**config.mk**
```make
export PLATFORM = sky130hd
export DESIGN_NAME = perm_engine
export DESIGN_NICKNAME = d
export VERILOG_FILES = /design/src/rtl/des_pkg.sv /design/src/rtl/perm_table.sv /design/src/rtl/perm_engine.sv
export SDC_FILE = /design/constraint.sdc
export NUM_CORES = 2
export LEC_CHECK = 0
export ABC_AREA = 1
export BUFFER_PORTS_ARGS = -buffer_cell sky130_fd_sc_hd__buf_4
export CAP_MARGIN = 10
export CORE_MARGIN = 1
export CORE_UTILIZATION = 55
export CTS_BUF_LIST = sky130_fd_sc_hd__clkbuf_4 sky130_fd_sc_hd__clkbuf_8
export DETAILED_ROUTE_END_ITERATION = 7
export PLACE_DENSITY = 0.73
export SLEW_MARGIN = 20
export SYNTH_ARGS = -nofsm -noshare
export SYNTH_HDL_FRONTEND = slang
export SYNTH_SLANG_ARGS = --single-unit
```
**constraint.sdc**
```tcl
create_clock -name clk -period 2.7 [get_ports clk]
set_clock_uncertainty 0.2 [all_clocks]
set_input_delay 0.54 -clock clk [delete_from_list [all_inputs] [get_ports clk]]
set_output_delay 0.54 -clock clk [all_outputs]
set_load 0.02 [all_outputs]
```
**src/rtl/des_pkg.sv**
```systemverilog
// DES permutation constants and the reset-table helper shared by perm_engine
// and its lookup table.
package des_pkg;

    localparam int unsigned DES_P [32] = '{
        15,  6, 19, 20, 28, 11, 27, 16,
         0, 14, 22, 25,  4, 17, 30,  9,
         1,  7, 23, 13, 31, 26,  2,  8,
        18, 12, 29,  5, 21, 10,  3, 24
    };

    // Inverse of DES_P: DES_P_INV[DES_P[i]] == i.
    localparam int unsigned DES_P_INV [32] = '{
         8, 16, 22, 30, 12, 27,  1, 17,
        23, 15, 29,  5, 25, 19,  9,  0,
         7, 13, 24,  2,  3, 28, 10, 18,
        31, 11, 21,  6,  4, 26, 14, 20
    };

    // Reset content of entry i in the given bank.
    function automatic int unsigned default_entry(
        input int unsigned win,
        input int unsigned wout,
        input int unsigned des_default,
        input int unsigned bank,
        input int unsigned i
    );
        if (des_default != 0 && win == 32 && wout == 32)
            return (bank != 0) ? DES_P_INV[i] : DES_P[i];
        return i % win;
    endfunction

endpackage

```
**src/rtl/perm_table.sv**
```systemverilog
// Two-bank programmable permutation table with a combinational
// WIDTH_OUT-way bit-select read; bit 0 is the MSB on both words.
module perm_table
    import des_pkg::*;
#(
    parameter int unsigned WIDTH_IN    = 32,
    parameter int unsigned WIDTH_OUT   = 32,
    parameter int unsigned DES_DEFAULT = 1,
    parameter int unsigned IDX_W       = $clog2(WIDTH_IN),
    parameter int unsigned OIDX_W      = $clog2(WIDTH_OUT)
) (
    input  logic                 clk,
    input  logic                 rst,
    input  logic                 we,
    input  logic                 wbank,
    input  logic [OIDX_W-1:0]    widx,
    input  logic [IDX_W-1:0]     wsel,
    output logic                 err,
    input  logic                 rbank,
    input  logic [WIDTH_IN-1:0]  rword,
    output logic [WIDTH_OUT-1:0] rperm
);

    typedef logic [1:0][WIDTH_OUT-1:0][IDX_W-1:0] tbl_t;

    function automatic tbl_t reset_table();
        tbl_t t;
        t = '0;
        for (int unsigned b = 0; b < 2; b++)
            for (int unsigned i = 0; i < WIDTH_OUT; i++)
                t[b][i] = IDX_W'(default_entry(WIDTH_IN, WIDTH_OUT, DES_DEFAULT, b, i));
        return t;
    endfunction

    localparam tbl_t TBL_RST = reset_table();

    tbl_t        tbl;
    logic [31:0] sel_ext;
    logic [31:0] idx_ext;
    logic        wr_ok;

    assign sel_ext = 32'(wsel);
    assign idx_ext = 32'(widx);
    assign wr_ok   = (sel_ext < WIDTH_IN) && (idx_ext < WIDTH_OUT);

    always_ff @(posedge clk) begin
        if (rst) begin
            tbl <= TBL_RST;
            err <= 1'b0;
        end else begin
            err <= we & ~wr_ok;
            if (we && wr_ok)
                tbl[wbank][widx] <= wsel;
        end
    end

    // Table indices count from the MSB, vectors from the LSB.
    always_comb begin
        rperm = '0;
        for (int unsigned i = 0; i < WIDTH_OUT; i++)
            rperm[WIDTH_OUT-1-i] = rword[WIDTH_IN-1-32'(tbl[rbank][i])];
    end

endmodule

```
**src/rtl/perm_engine.sv**
```systemverilog
// Pipelined two-bank bit-permutation engine: lookup at acceptance, then the
// S1/S2 valid/ready pipeline with full-rate backpressure handling.
module perm_engine
    import des_pkg::*;
#(
    parameter int unsigned WIDTH_IN    = 32,
    parameter int unsigned WIDTH_OUT   = 32,
    parameter int unsigned DES_DEFAULT = 1
) (
    input  logic                         clk,
    input  logic                         rst,
    input  logic                         in_valid,
    output logic                         in_ready,
    input  logic [WIDTH_IN-1:0]          in_data,
    input  logic                         in_bank,
    output logic                         out_valid,
    input  logic                         out_ready,
    output logic [WIDTH_OUT-1:0]         out_data,
    input  logic                         cfg_we,
    input  logic                         cfg_bank,
    input  logic [$clog2(WIDTH_OUT)-1:0] cfg_idx,
    input  logic [$clog2(WIDTH_IN)-1:0]  cfg_sel,
    output logic                         cfg_err
);

    localparam int unsigned IDX_W = $clog2(WIDTH_IN);

    logic                 s1_valid;
    logic                 s2_valid;
    logic                 s1_adv;
    logic                 s2_adv;
    logic                 accept;
    logic [WIDTH_OUT-1:0] s1_data;
    logic [WIDTH_OUT-1:0] perm;

    perm_table #(
        .WIDTH_IN    (WIDTH_IN),
        .WIDTH_OUT   (WIDTH_OUT),
        .DES_DEFAULT (DES_DEFAULT),
        .IDX_W       (IDX_W),
        .OIDX_W      ($clog2(WIDTH_OUT))
    ) u_table (
        .clk   (clk),
        .rst   (rst),
        .we    (cfg_we),
        .wbank (cfg_bank),
        .widx  (cfg_idx),
        .wsel  (cfg_sel),
        .err   (cfg_err),
        .rbank (in_bank),
        .rword (in_data),
        .rperm (perm)
    );

    assign s2_adv    = !s2_valid || out_ready;
    assign s1_adv    = s1_valid && s2_adv;
    assign in_ready  = !s1_valid || s1_adv;
    assign accept    = in_valid && in_ready;
    assign out_valid = s2_valid;

    // S1 captures the permuted word, so later table writes cannot alter it.
    always_ff @(posedge clk) begin
        if (rst) begin
            s1_valid <= 1'b0;
            s2_valid <= 1'b0;
            s1_data  <= '0;
            out_data <= '0;
        end else begin
            if (accept) begin
                s1_valid <= 1'b1;
                s1_data  <= perm;
            end else if (s1_adv) begin
                s1_valid <= 1'b0;
            end
            if (s2_adv) begin
                s2_valid <= s1_valid;
                if (s1_valid)
                    out_data <= s1_data;
            end
        end
    end

endmodule
```
==> metrics.txt <==
# TYPE chip_impl_metric gauge
chip_impl_info{name="worst_path_most_repeated_cell",value="sky130_fd_sc_hd__buf_4"} 1
chip_impl_metric{name="instances_no_fill",unit=""} 5315
chip_impl_info{name="worstPathCellList",value="dlygate4sd3_1, buf_4, inv_1, nand3_1, buf_4"} 1
chip_impl_metric{name="power.total",unit="mW"} 15.47
chip_impl_metric{name="antenna_cells",unit=""} 0
chip_impl_metric{name="report.final.hold_viol_count",unit=""} 0
chip_impl_info{name="post-synth-top-count-cell",value="sky130_fd_sc_hd__nand3_1"} 1
chip_impl_metric{name="finalWirelength",unit="mm"} 111.4
chip_impl_info{name="ys_top_cells_by_area",value="sky130_fd_sc_hd__dfxtp_1 28%, sky130_fd_sc_hd__nand3_1 24%, sky130_fd_sc_hd__nand2_1 16%"} 1
chip_impl_metric{name="fp.dieArea",unit="µm²"} 50630
chip_impl_metric{name="wl_per_cell",unit="µm"} 20.95
chip_impl_metric{name="remaining_drc_errors",unit=""} 0
chip_impl_metric{name="synth_nets",unit=""} 4595
chip_impl_metric{name="worst_skew_pair.late_latency",unit="ns"} 0.68
chip_impl_info{name="start_kind",value="input pin"} 1
chip_impl_info{name="cts_tree",value="done"} 1
chip_impl_metric{name="vdd.ir_drop.worst",unit="mV"} 0.4818
chip_impl_metric{name="seq_area_frac_synth",unit="%"} 28.25
chip_impl_metric{name="global_route_usage_over_all_layers",unit="%"} 42.97
chip_impl_metric{name="met3_grt_util",unit="%"} 10.20
chip_impl_metric{name="initial_antenna_violation_count",unit=""} 1
chip_impl_metric{name="antenna_violating_nets_post_route",unit=""} 0
chip_impl_metric{name="fin_ws",unit="ns"} 0.3937
chip_impl_info{name="yosys-top-cells-count",value="1,301 x sky130_fd_sc_hd__nand3_1, 1,171 x sky130_fd_sc_hd__nand2_1, 386 x sky130_fd_sc_hd__dfxtp_1, 359 x sky130_fd_sc_hd__inv_1, 282 x sky130_fd_sc_hd__o21ai_0"} 1
chip_impl_metric{name="floorplan.initialDensity",unit="%"} 55.88
chip_impl_metric{name="slew-limit-headroom",unit="%"} 40.10
chip_impl_metric{name="total_leakage_power",unit="nW"} 14.16
chip_impl_metric{name="grt_max_degree",unit=""} 78
chip_impl_metric{name="post-route-min-period",unit="ns"} 2.306
chip_impl_metric{name="netlist-cell-type-count",unit=""} 29
chip_impl_metric{name="dp_hpwl",unit="mm"} 63.90
chip_impl_metric{name="num-fill-cells",unit=""} 4702
chip_impl_metric{name="fin_nets",unit=""} 4643
chip_impl_metric{name="top_level_ports",unit=""} 84
chip_impl_metric{name="syn_area_per_cell",unit="µm²"} 6.017
chip_impl_metric{name="die_x",unit="µm"} 225.0
chip_impl_metric{name="gpl_wtd_cong",unit=""} 0.9767
chip_impl_info{name="outcome",value="finished, final reports clean"} 1
chip_impl_info{name="end_kind",value="primary output"} 1
chip_impl_metric{name="dp_worst_setup_slack",unit="ns"} 0.2021
chip_impl_metric{name="post-route-period-util",unit="%"} 85.42
chip_impl_metric{name="floorplan.die.height",unit="µm"} 225.0
chip_impl_info{name="unrepaired_setup_endpoints_after_global_routing",value="false"} 1
chip_impl_metric{name="dp.cells",unit=""} 5181
chip_impl_info{name="cp_slowest_cell",value="sky130_fd_sc_hd__dlygate4sd3_1"} 1
chip_impl_metric{name="netlist_area",unit="µm²"} 27350
chip_impl_metric{name="max_freq",unit="MHz"} 433.6
chip_impl_metric{name="first_pass_iters",unit=""} 8
chip_impl_metric{name="detail_route.iter0.violations",unit=""} 4770
chip_impl_metric{name="io_buffer_count",unit=""} 82
chip_impl_metric{name="highest_net_fanout_along_the_worst_path",unit=""} 3
chip_impl_metric{name="routed_via_density",unit=""} 6.164
chip_impl_metric{name="detailroute.via_count",unit=""} 32763
chip_impl_metric{name="met1_track_demand_over_resource",unit="%"} 55.78
chip_impl_metric{name="clkTransAtPathRegs",unit="ns"} 0.05
chip_impl_metric{name="slew_limit_fails",unit=""} 0
chip_impl_metric{name="critPathMaxStageDelay",unit="ns"} 0.55
chip_impl_metric{name="grt_overflow",unit=""} 0
chip_impl_info{name="min_path_type",value="input pin to flop"} 1
chip_impl_metric{name="global_route_wire_length_before_repair",unit="mm"} 166.7
chip_impl_metric{name="critical_path_required_time",unit="ns"} 1.96
chip_impl_metric{name="clk_path_buf_depth",unit=""} 3
chip_impl_metric{name="yosysWarningCount",unit=""} 0
chip_impl_metric{name="synth-edff-count",unit=""} 0
chip_impl_info{name="yosysTopAreaCell",value="sky130_fd_sc_hd__dfxtp_1"} 1
chip_impl_metric{name="area_used_by_sequential_logic_in_the_layout",unit="µm²"} 7727
chip_impl_metric{name="met2_usage",unit="%"} 63.56
chip_impl_info{name="cts_root_buf",value="sky130_fd_sc_hd__clkbuf_8"} 1
chip_impl_info{name="setup.worst_path.class",value="input pin to primary output"} 1
chip_impl_metric{name="placement_rows",unit=""} 81
chip_impl_metric{name="placeableCoreArea",unit="µm²"} 48950
chip_impl_metric{name="worst-slew-pin-transition",unit="ns"} 0.8930
chip_impl_info{name="gr-max-usage-layer",value="met2"} 1
chip_impl_metric{name="cells_after_synthesis",unit=""} 4546
chip_impl_metric{name="post_cts_resize_count",unit=""} 0
chip_impl_metric{name="final_layout_size_suffix_gt1_share",unit="%"} 12.84
chip_impl_metric{name="setup_total_negative_slack",unit="ns"} 0
chip_impl_metric{name="finalSetupViolations",unit=""} 0
chip_impl_metric{name="cts.sink_count",unit=""} 386
chip_impl_metric{name="multi_input_area",unit="µm²"} 16730
chip_impl_metric{name="synth-seq-cells",unit=""} 386
chip_impl_metric{name="first_global_vias",unit=""} 28611
chip_impl_metric{name="powerDensity",unit="nW/µm²"} 500.1
chip_impl_metric{name="synthArstFlopShare",unit="%"} 0
chip_impl_metric{name="clock_tree.htree_level_count",unit=""} 3
chip_impl_metric{name="tritoncts.num_buffers",unit=""} 72
chip_impl_metric{name="cts_post_setup_buffers_inserted",unit=""} 0
chip_impl_metric{name="critical_path_arrival",unit="ns"} 1.57
chip_impl_metric{name="syn_to_final_growth",unit="%"} 13.07
chip_impl_info{name="synth_top_flop_cell",value="sky130_fd_sc_hd__dfxtp_1"} 1
chip_impl_metric{name="drv.max_cap_violation_count",unit=""} 0
chip_impl_metric{name="synth_top_cell_area_share",unit="%"} 28.25
==> sequential cells by signal, indices dropped and copies added, names as in the netlist <==
signal       count
out_valid        1
u_table.tbl    320
out_data        32
s1_data         32
s1_valid         1
==> per-layer routing <==
layer  wire length, µm  vias up
met1             41960    14537
met4              8624        0
met5                 0        -
met2             45810     2243
met3             14980      602
li1                  -    15381
==> critical path, delay by kind of cell <==
kind | cells | cell delay [ns]
and+or+nand+nor | 1 | 0.10
buffers and inverters | 4 | 0.93
==> placed cells by master (no fill, tap or decap), types with 19 or more instances in the layout <==
cell type,synthesis,final
sky130_fd_sc_hd__a21oi_1,194,194
sky130_fd_sc_hd__buf_12,2,46
sky130_fd_sc_hd__buf_4,12,212
sky130_fd_sc_hd__clkbuf_4,0,19
sky130_fd_sc_hd__clkbuf_8,0,90
sky130_fd_sc_hd__dfxtp_1,386,386
sky130_fd_sc_hd__inv_1,359,356
sky130_fd_sc_hd__inv_2,24,28
sky130_fd_sc_hd__nand2_1,1171,1170
sky130_fd_sc_hd__nand2_2,86,87
sky130_fd_sc_hd__nand3_1,1301,1301
sky130_fd_sc_hd__nor2_1,143,143
sky130_fd_sc_hd__nor2_2,24,24
sky130_fd_sc_hd__o211ai_1,146,146
sky130_fd_sc_hd__o21ai_0,282,282
sky130_fd_sc_hd__o21ai_1,43,43
sky130_fd_sc_hd__o21ai_2,34,34
sky130_fd_sc_hd__o21ai_4,24,24
sky130_fd_sc_hd__or2_0,20,20
==> where the power goes <==
group / internal, mW / total [mW] / switching, mW / leakage (nW)
clock: 3.66 / 6.40 / 2.74 / 0.846
sequential: 5.81 / 5.90 / 0.0852 / 3.13
combinational: 0.979 / 3.17 / 2.19 / 10.2
==> stage by stage <==
stage | hold WS [ns] | area (µm²) | util [%]
6_report | 0.08218 | 30930 | 63.19
5_1_grt | 0.08862 | 30930 | 63.19
4_1_cts | 0.05047 | 30930 | 63.19
3_5_place_dp | 0.2407 | 29300 | 59.85
3_3_place_gp | 0.2317 | 29300 | 59.85
2_1_floorplan | 0.2239 | 27360 | -
==> cell families (layout without fill, tap and decap cells) <==
logic type,after synthesis,after routing,share of synthesized area [%]
other,1,1,0.01371
flip-flops,386,386,28.25
AO/OA/AOI/OAI,723,723,16.02
AND/OR/NAND/NOR,2756,2756,45.12
buffers and inverters,680,785,10.60
==> path summary, 6_finish.rpt <==
check / slack (ns) / to / cells past startpoint / from
max: 0.39 / in_ready / 5 / out_ready
min: 0.08 / u_table.tbl[268]$_SDFFE_PP1P_ / 3 / cfg_sel[3]
max reg2reg: 0.88 / s1_data[28]$_SDFFE_PP0P_ / 9 / u_table.tbl[15]$_SDFFE_PP0P_
min reg2reg: 0.25 / u_table.tbl[303]$_SDFFE_PP0P_ / 2 / u_table.tbl[303]$_SDFFE_PP0P_
==> repair_timing <==
| item | CTS | global route |
|---|---|---|
| hold buffers | 3 | 0 |
| setup endpoints to repair | 0 | 0 |
| endpoints found under the hold margin | 3 | 0 |
==> cell type report <==
cell class              count  share of cell area, %
clock buffers             109                  4.466
repair buffers            262                  8.269
multi-input cells        3480                  54.09
inverters                 392                  4.790
clock inverters            22                 0.7120
flip-flops and latches    386                  24.98
well taps                 664                  2.686
(Power assumes the default switching activity.)
